--- src/rtl/pmem_arbiter_pkg.sv ---
// Shared types and constants for the physical-memory arbiter between the
// I-cache and D-cache line ports.
package pmem_arbiter_pkg;

  localparam int LINE_W   = 256;
  localparam int ADDR_W   = 32;
  localparam int OFFSET_W = 5;

  localparam logic [ADDR_W-1:0] OFFSET_MASK = ADDR_W'((1 << OFFSET_W) - 1);

  typedef enum logic [1:0] {
    IDLE    = 2'd0,
    SERVE_I = 2'd1,
    SERVE_D = 2'd2
  } arb_state_t;

  typedef enum logic {
    OWNER_I = 1'b0,
    OWNER_D = 1'b1
  } arb_owner_t;

  typedef struct packed {
    logic              read;
    logic              write;
    logic [ADDR_W-1:0] address;
    logic [LINE_W-1:0] wdata;
  } pmem_req_t;

  // Line addresses go downstream with the byte offset cleared.
  function automatic logic [ADDR_W-1:0] line_align(input logic [ADDR_W-1:0] addr);
    return addr & ~OFFSET_MASK;
  endfunction

endpackage

--- src/rtl/pmem_arbiter_if.sv ---
// Bundle of the two cache-side line ports and the downstream memory port.
// Handshake: a requester holds read/write (and address/wdata) high until it
// sees a single-cycle resp; rdata is only meaningful in that resp cycle.
interface pmem_arbiter_if;

  logic                                i_pmem_read;
  logic [pmem_arbiter_pkg::ADDR_W-1:0] i_pmem_address;
  logic [pmem_arbiter_pkg::LINE_W-1:0] i_pmem_rdata;
  logic                                i_pmem_resp;

  logic                                d_pmem_read;
  logic                                d_pmem_write;
  logic [pmem_arbiter_pkg::ADDR_W-1:0] d_pmem_address;
  logic [pmem_arbiter_pkg::LINE_W-1:0] d_pmem_wdata;
  logic [pmem_arbiter_pkg::LINE_W-1:0] d_pmem_rdata;
  logic                                d_pmem_resp;

  logic                                mem_read;
  logic                                mem_write;
  logic [pmem_arbiter_pkg::ADDR_W-1:0] mem_address;
  logic [pmem_arbiter_pkg::LINE_W-1:0] mem_wdata;
  logic [pmem_arbiter_pkg::LINE_W-1:0] mem_rdata;
  logic                                mem_resp;

  modport slave (
    input  i_pmem_read, i_pmem_address,
    input  d_pmem_read, d_pmem_write, d_pmem_address, d_pmem_wdata,
    input  mem_rdata, mem_resp,
    output i_pmem_rdata, i_pmem_resp,
    output d_pmem_rdata, d_pmem_resp,
    output mem_read, mem_write, mem_address, mem_wdata
  );

  modport master (
    output i_pmem_read, i_pmem_address,
    output d_pmem_read, d_pmem_write, d_pmem_address, d_pmem_wdata,
    output mem_rdata, mem_resp,
    input  i_pmem_rdata, i_pmem_resp,
    input  d_pmem_rdata, d_pmem_resp,
    input  mem_read, mem_write, mem_address, mem_wdata
  );

endinterface

--- src/rtl/pmem_req_reg.sv ---
// Grant-time latch: captures the winning request so the downstream port stays
// stable for the whole transaction regardless of requester inputs.
module pmem_req_reg
  import pmem_arbiter_pkg::*;
(
  input  logic      clk,
  input  logic      rst,
  input  logic      load_i,
  input  pmem_req_t req_i,
  output pmem_req_t req_o
);

  pmem_req_t req_q, req_d;

  always_comb begin
    req_d = req_q;
    if (load_i) req_d = req_i;
  end

  always_ff @(posedge clk) begin
    if (rst) req_q <= '0;
    else     req_q <= req_d;
  end

  assign req_o = req_q;

endmodule

--- src/rtl/pmem_arbiter.sv ---
// Arbiter sharing one line-wide memory port between the I-cache and D-cache:
// one transaction at a time, IDLE gap between transactions.
module pmem_arbiter
  import pmem_arbiter_pkg::*;
#(
  parameter bit FIXED_PRIO = 1'b0
) (
  input  logic          clk,
  input  logic          rst,
  pmem_arbiter_if.slave bus,
  output logic          busy,
  output logic          last_grant,
  output arb_state_t    state_dbg_o
);

  arb_state_t state_q, state_d;
  arb_owner_t last_q, last_d, grant;
  logic       i_req, d_req, load, serving;
  pmem_req_t  req_d, req_q;

  assign i_req = bus.i_pmem_read;
  assign d_req = bus.d_pmem_read | bus.d_pmem_write;

  // Contention goes to D under fixed priority, otherwise to whoever did not win last.
  always_comb begin
    grant = OWNER_I;
    if (d_req && !i_req) begin
      grant = OWNER_D;
    end else if (d_req && i_req) begin
      if (FIXED_PRIO || last_q == OWNER_I) grant = OWNER_D;
    end
  end

  // A D request with both read and write high is a write-back.
  always_comb begin
    req_d = '0;
    if (grant == OWNER_D) begin
      req_d.write   = bus.d_pmem_write;
      req_d.read    = ~bus.d_pmem_write;
      req_d.address = line_align(bus.d_pmem_address);
      req_d.wdata   = bus.d_pmem_wdata;
    end else begin
      req_d.read    = 1'b1;
      req_d.address = line_align(bus.i_pmem_address);
    end
  end

  always_comb begin
    state_d = state_q;
    last_d  = last_q;
    load    = 1'b0;
    case (state_q)
      IDLE: begin
        if (i_req || d_req) begin
          load    = 1'b1;
          last_d  = grant;
          state_d = (grant == OWNER_D) ? SERVE_D : SERVE_I;
        end
      end
      SERVE_I, SERVE_D: begin
        if (bus.mem_resp) state_d = IDLE;
      end
      default: state_d = IDLE;
    endcase
  end

  always_ff @(posedge clk) begin
    if (rst) begin
      state_q <= IDLE;
      last_q  <= OWNER_D;
    end else begin
      state_q <= state_d;
      last_q  <= last_d;
    end
  end

  pmem_req_reg u_req_reg (
    .clk    (clk),
    .rst    (rst),
    .load_i (load),
    .req_i  (req_d),
    .req_o  (req_q)
  );

  // Strobes are gated by state so a reset mid-transaction drops them at once.
  assign serving         = (state_q != IDLE);
  assign bus.mem_read    = serving & req_q.read;
  assign bus.mem_write   = serving & req_q.write;
  assign bus.mem_address = req_q.address;
  assign bus.mem_wdata   = req_q.wdata;

  assign bus.i_pmem_resp  = (state_q == SERVE_I) & bus.mem_resp;
  assign bus.d_pmem_resp  = (state_q == SERVE_D) & bus.mem_resp;
  assign bus.i_pmem_rdata = bus.mem_rdata;
  assign bus.d_pmem_rdata = bus.mem_rdata;

  assign busy        = serving;
  assign last_grant  = last_q;
  assign state_dbg_o = state_q;

endmodule

--- src/flat_wrapper.sv ---
// flat-port wrapper written by rule: the top's interface ports become plain ports
module pmem_arbiter_flat import pmem_arbiter_pkg::*;
#(
  parameter bit FIXED_PRIO = 1'b0
)
  (clk, rst, busy, last_grant, state_dbg_o, bus_i_pmem_read, bus_i_pmem_address, bus_d_pmem_read, bus_d_pmem_write, bus_d_pmem_address, bus_d_pmem_wdata, bus_mem_rdata, bus_mem_resp, bus_i_pmem_rdata, bus_i_pmem_resp, bus_d_pmem_rdata, bus_d_pmem_resp, bus_mem_read, bus_mem_write, bus_mem_address, bus_mem_wdata);
  pmem_arbiter_if bus_i ();
  input  logic clk;
  input  logic rst;
  output logic busy;
  output logic last_grant;
  output arb_state_t state_dbg_o;
  input wire logic [$bits(bus_i.i_pmem_read)-1:0] bus_i_pmem_read;
  input wire logic [$bits(bus_i.i_pmem_address)-1:0] bus_i_pmem_address;
  input wire logic [$bits(bus_i.d_pmem_read)-1:0] bus_d_pmem_read;
  input wire logic [$bits(bus_i.d_pmem_write)-1:0] bus_d_pmem_write;
  input wire logic [$bits(bus_i.d_pmem_address)-1:0] bus_d_pmem_address;
  input wire logic [$bits(bus_i.d_pmem_wdata)-1:0] bus_d_pmem_wdata;
  input wire logic [$bits(bus_i.mem_rdata)-1:0] bus_mem_rdata;
  input wire logic [$bits(bus_i.mem_resp)-1:0] bus_mem_resp;
  output wire logic [$bits(bus_i.i_pmem_rdata)-1:0] bus_i_pmem_rdata;
  output wire logic [$bits(bus_i.i_pmem_resp)-1:0] bus_i_pmem_resp;
  output wire logic [$bits(bus_i.d_pmem_rdata)-1:0] bus_d_pmem_rdata;
  output wire logic [$bits(bus_i.d_pmem_resp)-1:0] bus_d_pmem_resp;
  output wire logic [$bits(bus_i.mem_read)-1:0] bus_mem_read;
  output wire logic [$bits(bus_i.mem_write)-1:0] bus_mem_write;
  output wire logic [$bits(bus_i.mem_address)-1:0] bus_mem_address;
  output wire logic [$bits(bus_i.mem_wdata)-1:0] bus_mem_wdata;
  assign bus_i.i_pmem_read = bus_i_pmem_read;
  assign bus_i.i_pmem_address = bus_i_pmem_address;
  assign bus_i.d_pmem_read = bus_d_pmem_read;
  assign bus_i.d_pmem_write = bus_d_pmem_write;
  assign bus_i.d_pmem_address = bus_d_pmem_address;
  assign bus_i.d_pmem_wdata = bus_d_pmem_wdata;
  assign bus_i.mem_rdata = bus_mem_rdata;
  assign bus_i.mem_resp = bus_mem_resp;
  assign bus_i_pmem_rdata = bus_i.i_pmem_rdata;
  assign bus_i_pmem_resp = bus_i.i_pmem_resp;
  assign bus_d_pmem_rdata = bus_i.d_pmem_rdata;
  assign bus_d_pmem_resp = bus_i.d_pmem_resp;
  assign bus_mem_read = bus_i.mem_read;
  assign bus_mem_write = bus_i.mem_write;
  assign bus_mem_address = bus_i.mem_address;
  assign bus_mem_wdata = bus_i.mem_wdata;
  pmem_arbiter #(.FIXED_PRIO(FIXED_PRIO)) u_core (.clk(clk), .rst(rst), .bus(bus_i), .busy(busy), .last_grant(last_grant), .state_dbg_o(state_dbg_o));
endmodule
--- config.mk ---
export PLATFORM = sky130hd
export DESIGN_NAME = pmem_arbiter_flat
export DESIGN_NICKNAME = d
export VERILOG_FILES = /design/src/rtl/pmem_arbiter_pkg.sv /design/src/rtl/pmem_arbiter_if.sv /design/src/rtl/pmem_req_reg.sv /design/src/rtl/pmem_arbiter.sv /design/src/flat_wrapper.sv
export SDC_FILE = /design/constraint.sdc
export NUM_CORES = 1
export LEC_CHECK = 0
export ABC_CLOCK_PERIOD_IN_PS = 1600
export BUFFER_PORTS_ARGS = -buffer_cell sky130_fd_sc_hd__buf_2
export CAP_MARGIN = 30
export CORE_AREA = 2 2 541 543
export CTS_CLUSTER_DIAMETER = 80
export DETAILED_ROUTE_END_ITERATION = 16
export DIE_AREA = 0 0 543 545
export PLACE_DENSITY = 0.3
export SETUP_SLACK_MARGIN = 0.02
export SLEW_MARGIN = 20
export SYNTH_ARGS = -nofsm -noshare
export SYNTH_HDL_FRONTEND = slang
export SYNTH_SLANG_ARGS = --single-unit
export TNS_END_PERCENT = 10
--- constraint.sdc ---
create_clock -name clk -period 1.6 [get_ports clk]
set_clock_uncertainty 0.1 [all_clocks]
set_input_delay 0.48 -clock clk [delete_from_list [all_inputs] [get_ports clk]]
set_output_delay 0.48 -clock clk [all_outputs]
set_load 0.05 [all_outputs]
==> impl_metrics.toml, run 1 <==
[yosys]
yosysTopAreaCell = "buf_4"
synth_seq_cells = 288
ys_seq_area_share_pct = 34.6
synth_top_cells_by_area = "buf_4 36%, dfxtp_1 35%, a21oi_1 7.7%"
synthDistinctLibCells = 26
synthCells = 2126
synth_top_area_share_pct = 36.2
synthesis.area_um2 = 16600
avgSynthCellArea_um2 = 7.83
yosysWarnings = 0

[global_route]
met3_usage_pct = 12.2
gr-usage-met2_pct = 16.7
met1_usage_pct = 7.51
antenna_found_initial = 42
grtUsageTotal_pct = 10.5
top_usage_layer = "met2"
grt-ovfl-total = 0
grt_pass1_wl_um = 192000
grt_start_max_net_pins = 87
grt_pass1_vias = 14600

[sta]
max_freq_mhz = 436
setup_tns_ps = -121990
rsz0062_at_grt = "yes"
fin_ws_ps = -692
holdWs_ps = 41.0
post-route-period-util_pct = 143
finalHoldViolCount = 0
setup_viol = 578
drv_slew = 0
worst_pin_slew_ps = 534
fin_crit_ps = 2290
slew_headroom_pct = 64.4

[clock_tree]
insertion_delay_ps = 660
cts.clk_slew.worst_paths_ps = 60
numCtsBuffers = 44
cts_tree = "built"
ctsRootBufferMaster = "clkbuf_16"
cts_max_level = 2
cts_buffer_depth = 3
cts_sinks = 288

[finish]
fin_cells = 6238
nFillCells = 33500
final_common_cell = "buf_2"
layout.nets = 2881
multiInputGateArea_um2 = 5490
final_util_pct = 10.1
layout-drive-gt1-share_pct = 53.5
register_area_um2 = 6100
mostFrequentLayoutCells = "342 x buf_2, 311 x nand2_1, 292 x dlygate4sd3_1"
layout-area-overhead-vs-synth_pct = 75.7
stdcell_area_um2 = 29200

[power]
power_density_nw_per_um2 = 1090
intPower_mw = 19.2
ir_worst_vdd_v = 0.000649
pwr-share-seq_pct = 27.4
p_sw_share_pct = 39.9
p_leak_nw = 10.2
p_comb_share_pct = 42.4
clkPwrFrac_pct = 30.2
p_sw_mw = 12.8

[critical_path]
worstPathArrival_ps = 1710
path_cells = "inv_4 -> ha_4 -> buf_6 -> nor2b_4 -> buf_12"
rr_startpoint = "u_core.state_dbg_o[0]$_SDFFE_PP0P_"
r2r_end = "u_core.u_req_reg.req_o[24]$_SDFFE_PP0P_"
cpMaxStageDelayCell = "dfxtp_4"
worst_path_largest_cell_delay_ps = 360
worstPathMaxFanout = 5
worstSetupStartpointType = "flop"
reg2reg_depth = 10
r2r_slack_ps = -390
critPathCaptureType = "output port"
critPathKind = "reg -> out"
critPathRequiredTime_ps = 1020

[floorplanning]
core_um2 = 290000
die_x_um = 543
die_h_um = 545
initial_core_util_pct = 5.74
fp.dieArea_um2 = 296000
placementRows = 198
num_io_pins = 1390

[run]
cap_violations = 0

[run_status]
failed_checks = "setup timing"
status = "finished with violations"

[route]
post_drt_wl_per_cell_um = 26.8
routed_wl_um = 167000
firstDrtPassIters = 5
num_vias = 14900
ant_nets = 0
routed_via_density = 2.38
first_iter_violations = 879
drc = 0

[place]
placed_cells = 5810
postPlaceCellArea_um2 = 20300
dp_hpwl_um = 145000
place_congestion = 0.749
portBuffers = 606

[min_path]
whs_path_depth = 3
min-delay-start = "bus_d_pmem_wdata[215]"
min_path_type = "in -> reg"
min_delay_worst_endpoint = "u_core.u_req_reg.req_o[215]$_SDFFE_PP0P_"
## area by class of cell
type | instances | share of cell area [%]
repair buffers | 1051 | 38.8
flip-flops and latches | 288 | 20.8
multi-input cells | 908 | 18.8
well taps | 3900 | 16.7
clock buffers | 62 | 4.21
clock inverters | 15 | 0.505
diodes | 11 | 0.0941
inverters | 3 | 0.0685
## cells by family after synthesis
group / Yosys count / synth area share (%)
fa+ha+maj: 3 / 0.225
compound gates: 293 / 9.72
other cells: 1 / 0.0225
flops: 288 / 34.6
buf+inv: 934 / 39.6
simple gates: 607 / 15.8
## registers in the layout (all words and copies together), names as in the netlist
signal and cells:
u_core.u_req_reg.req_o 285, u_core.last_grant 1, u_core.state_dbg_o 2
## synth_stat cells
library cell and instances:
nor3_1 1, inv_1 3, conb_1 1, o31ai_1 1, nor2b_1 3, nor2_1 32, and2_1 2, nand2_1 311
ha_1 3, or4_1 1, buf_1 11, o31ai_4 1, dfxtp_1 288, nand3_1 256, or4b_2 1, a2bb2oi_2 1
a311oi_1 28, o2bb2ai_1 1, a21oi_1 257, clkbuf_1 50, a32oi_1 1, o32ai_1 1, buf_4 802, buf_2 68
a211o_1 1, o31a_1 1
## through the flow
| stage | total power, mW | setup slack [ps] |
|---|---|---|
| 2_1_floorplan | 18.0 | -224 |
| 3_3_place_gp | 18.7 | -475 |
| 3_5_place_dp | 18.7 | -499 |
| 4_1_cts | 30.9 | -786 |
| 5_1_grt | 33.7 | -775 |
| 6_report | 32.0 | -692 |
## power by group through the flow
stage | combinational (mW) | sequential (mW) | clock [mW]
2_1_floorplan | 9.61 | 8.39 | 0
3_5_place_dp | 10.1 | 8.57 | 0
6_report | 13.6 | 8.77 | 9.67
4_1_cts | 12.0 | 8.75 | 10.2
3_3_place_gp | 10.1 | 8.55 | 0
5_1_grt | 14.5 | 8.86 | 10.3
## critical path: cells and delay by family, from the launching register on
kind	cells	cell delay [ps]
buf+inv	3	350
simple gates	1	180
fa+ha+maj	1	150
flops	1	360
## per-layer routing
layer | routed length (um) | up-vias
li1 | - | 6507
met1 | 43200 | 6693
met2 | 76500 | 1372
met3 | 40600 | 260
met4 | 6280 | 18
met5 | 778 | -
## timing repair
action | in CTS | in global routing
resized for setup | 846 | 333
pin swaps | 2 | 84
setup buffers | 14 | 13
cloned | 0 | 21
setup endpoints to repair | 555 | 578
hold buffers | 290 | 2
hold endpoints to repair | 262 | 2
## worst max-delay path by stage
stage / from / cells after the start / to / slack, ps
6_report: u_core.state_dbg_o[1]$_SDFFE_PP0P_ / 5 / bus_mem_write / -690
4_1_cts: u_core.state_dbg_o[1]$_SDFFE_PP0P_ / 5 / bus_mem_write / -790
3_3_place_gp: bus_d_pmem_write / 6 / u_core.u_req_reg.req_o[220]$_SDFFE_PP0P_ / -480
3_5_place_dp: bus_d_pmem_write / 6 / u_core.u_req_reg.req_o[220]$_SDFFE_PP0P_ / -500
2_1_floorplan: u_core.state_dbg_o[1]$_SDFFE_PP0P_ / 6 / u_core.state_dbg_o[0]$_SDFFE_PP0P_ / -220
5_1_grt: u_core.state_dbg_o[1]$_SDFFE_PP0P_ / 5 / bus_mem_write / -770
No activity file was read; power rests on OpenSTA's default activity.
==> run 2, diff against run 1 <==
--- a/config.mk
+++ b/config.mk
@@ -12,9 +12,8 @@
 export CTS_CLUSTER_DIAMETER = 80
 export DETAILED_ROUTE_END_ITERATION = 16
 export DIE_AREA = 0 0 543 545
-export PLACE_DENSITY = 0.3
+export PLACE_DENSITY_LB_ADDON = 0.08
 export SETUP_SLACK_MARGIN = 0.02
-export SLEW_MARGIN = 20
 export SYNTH_ARGS = -nofsm -noshare
 export SYNTH_HDL_FRONTEND = slang
 export SYNTH_SLANG_ARGS = --single-unit
==> impl_metrics.toml, run 2 (synthesis gave the netlist of run 1 again) <==
[power]
p_comb_share_pct = 37.7
power_density_nw_per_um2 = 1170
pwr-share-seq_pct = 25.4
p_leak_nw = 10.5
p_sw_share_pct = 38.6
p_sw_mw = 13.4
clkPwrFrac_pct = 36.9
ir_worst_vdd_v = 0.000806
intPower_mw = 21.2

[floorplanning]
core_um2 = 290000
initial_core_util_pct = 5.74
die_x_um = 543
fp.dieArea_um2 = 296000
placementRows = 198
num_io_pins = 1390
die_h_um = 545

[place]
pre_cts_ws_ps = -500
portBuffers = 606
dp_hpwl_um = 124000
place_congestion = 0.716
placed_cells = 5823

[critical_path]
critPathMostFrequentCell = "buf_12"
worst_path_largest_cell_delay_ps = 350
path_cells = "inv_4 -> ha_4 -> buf_6 -> nor2b_4 -> buf_12 -> buf_12"
worstPathMaxFanout = 3
critPathCaptureType = "output port"
cpLargestDelayFamily = "buffers and inverters"
critPathKind = "reg -> out"
worstSetupStartpointType = "flop"
crit_cells = 6
critPathRequiredTime_ps = 1020
reg2reg_depth = 10
cpMaxStageDelayCell = "dfxtp_4"
worstPathArrival_ps = 1820
crit_buf_inv = 4

[global_route]
grt_pass1_vias = 14900
grt_start_max_net_pins = 48
grt_pass1_wl_um = 177000
antenna_found_initial = 11
grtUsageTotal_pct = 9.34
grt-ovfl-total = 0

[finish]
final_common_cell = "buf_2"
fin_cells = 6297
final_util_pct = 10.2
layout-area-overhead-vs-synth_pct = 77.2
largest_reg_flops = 285
layout.nets = 2933
layout-drive-gt1-share_pct = 53.8
mostFrequentLayoutCells = "330 x buf_2, 312 x dlygate4sd3_1, 292 x nand2_1"
nFillCells = 33700

[route]
post_drt_wl_per_cell_um = 23.7
firstDrtPassIters = 4
drc = 0
ant_nets = 0
routed_via_density = 2.32
num_vias = 14600
routed_wl_um = 149000
first_iter_violations = 597

[sta]
slew_headroom_pct = 49.5
worst_pin_slew_ps = 757
finalHoldViolCount = 0
setup_tns_ps = -164510
setup_viol = 579
fin_ws_ps = -803
max_freq_mhz = 416
fin_crit_ps = 2400
post-route-period-util_pct = 150
rsz0062_at_grt = "yes"
drv_slew = 0

[clock_tree]
cts.clk_slew.worst_paths_ps = 60
ctsRootBufferMaster = "clkbuf_16"
insertion_delay_ps = 720
cts_tree = "built"
cts_sinks = 288
numCtsBuffers = 60
cts_max_level = 2
cts_buffer_depth = 3

[run_status]
status = "finished with violations"
failed_checks = "setup timing"

[run]
cap_violations = 0

[min_path]
min_path_type = "in -> reg"
whs_path_depth = 3
run 2: changes by cell type in the layout (fill, tap and decap cells not counted), sizes merged, moves of 4 or more:
cell | previous run | this run
inv | 8 | 4
clkinv | 7 | 19
clkbuf | 80 | 91
diode | 11 | 5
buf | 741 | 758
dlygate4sd3 | 292 | 312
clkinvlp | 2 | 9
run 2: metal layers:
metal	routed length, um	share of wire [%]	track usage [%]
met1	46700	31	8.33
met2	71900	48	15.6
met3	24700	17	7.30
met4	5820	3.9	3.88
met5	89	0.060	0.244
run 2: worst paths after layout:
path / to / startpoint / slack [ps]
setup reg to reg: u_core.u_req_reg.req_o[146]$_SDFFE_PP0P_ / u_core.state_dbg_o[1]$_SDFFE_PP0P_ / -540
hold / removal: u_core.u_req_reg.req_o[214]$_SDFFE_PP0P_ / bus_d_pmem_wdata[214] / 100
hold reg to reg: u_core.u_req_reg.req_o[114]$_SDFFE_PP0P_ / u_core.u_req_reg.req_o[114]$_SDFFE_PP0P_ / 350
setup / recovery: bus_mem_read / u_core.state_dbg_o[1]$_SDFFE_PP0P_ / -800
run 2: timing repair:
action | 4_1_cts | 5_1_grt
pin swaps | 0 | 152
hold buffers | 312 | 0
setup buffers | 16 | 17
gates cloned | 0 | 21
endpoints found under the hold margin | 283 | 0
setup endpoints to repair | 578 | 579
resized for setup | 916 | 369
run 2: area by class of cell:
type / count / area, um^2 / area share, %
clock buffers: 74 / 1630 / 5.54
clock inverters: 32 / 300 / 1.02
flip-flops and latches: 288 / 6160 / 20.9
diodes: 5 / 12.5 / 0.0424
well taps: 3900 / 4880 / 16.5
inverters: 3 / 20.0 / 0.0679
repair buffers: 1087 / 11600 / 39.3
multi-input cells: 908 / 4900 / 16.6
run 2: worst reg2reg max path, stage by stage, from the launching register on:
cell and delay [ps]:
dfxtp_4 350, inv_4 40, ha_4 170, buf_6 130
buf_4 150, o31ai_4 180, clkbuf_16 400, buf_4 180
buf_16 140, nand2_1 90, a21oi_2 120
run 2: stage by stage:
step	instance area (um^2)	total power, mW	hold WS (ps)
global route	29500	36.6	115
floorplan	16900	18.0	332
CTS	27800	34.2	66.4
detailed placement	19900	18.4	342
finish	29500	34.6	101
global placement	19900	18.4	342
run 2: power by group through the flow:
stage | Combinational [mW] | Sequential [mW] | Clock [mW]
after global placement | 9.92 | 8.53 | 0
after floorplan | 9.61 | 8.39 | 0
after global routing | 14.0 | 8.88 | 13.8
final | 13.0 | 8.78 | 12.8
after CTS | 11.8 | 8.73 | 13.6
after detailed placement | 9.88 | 8.53 | 0
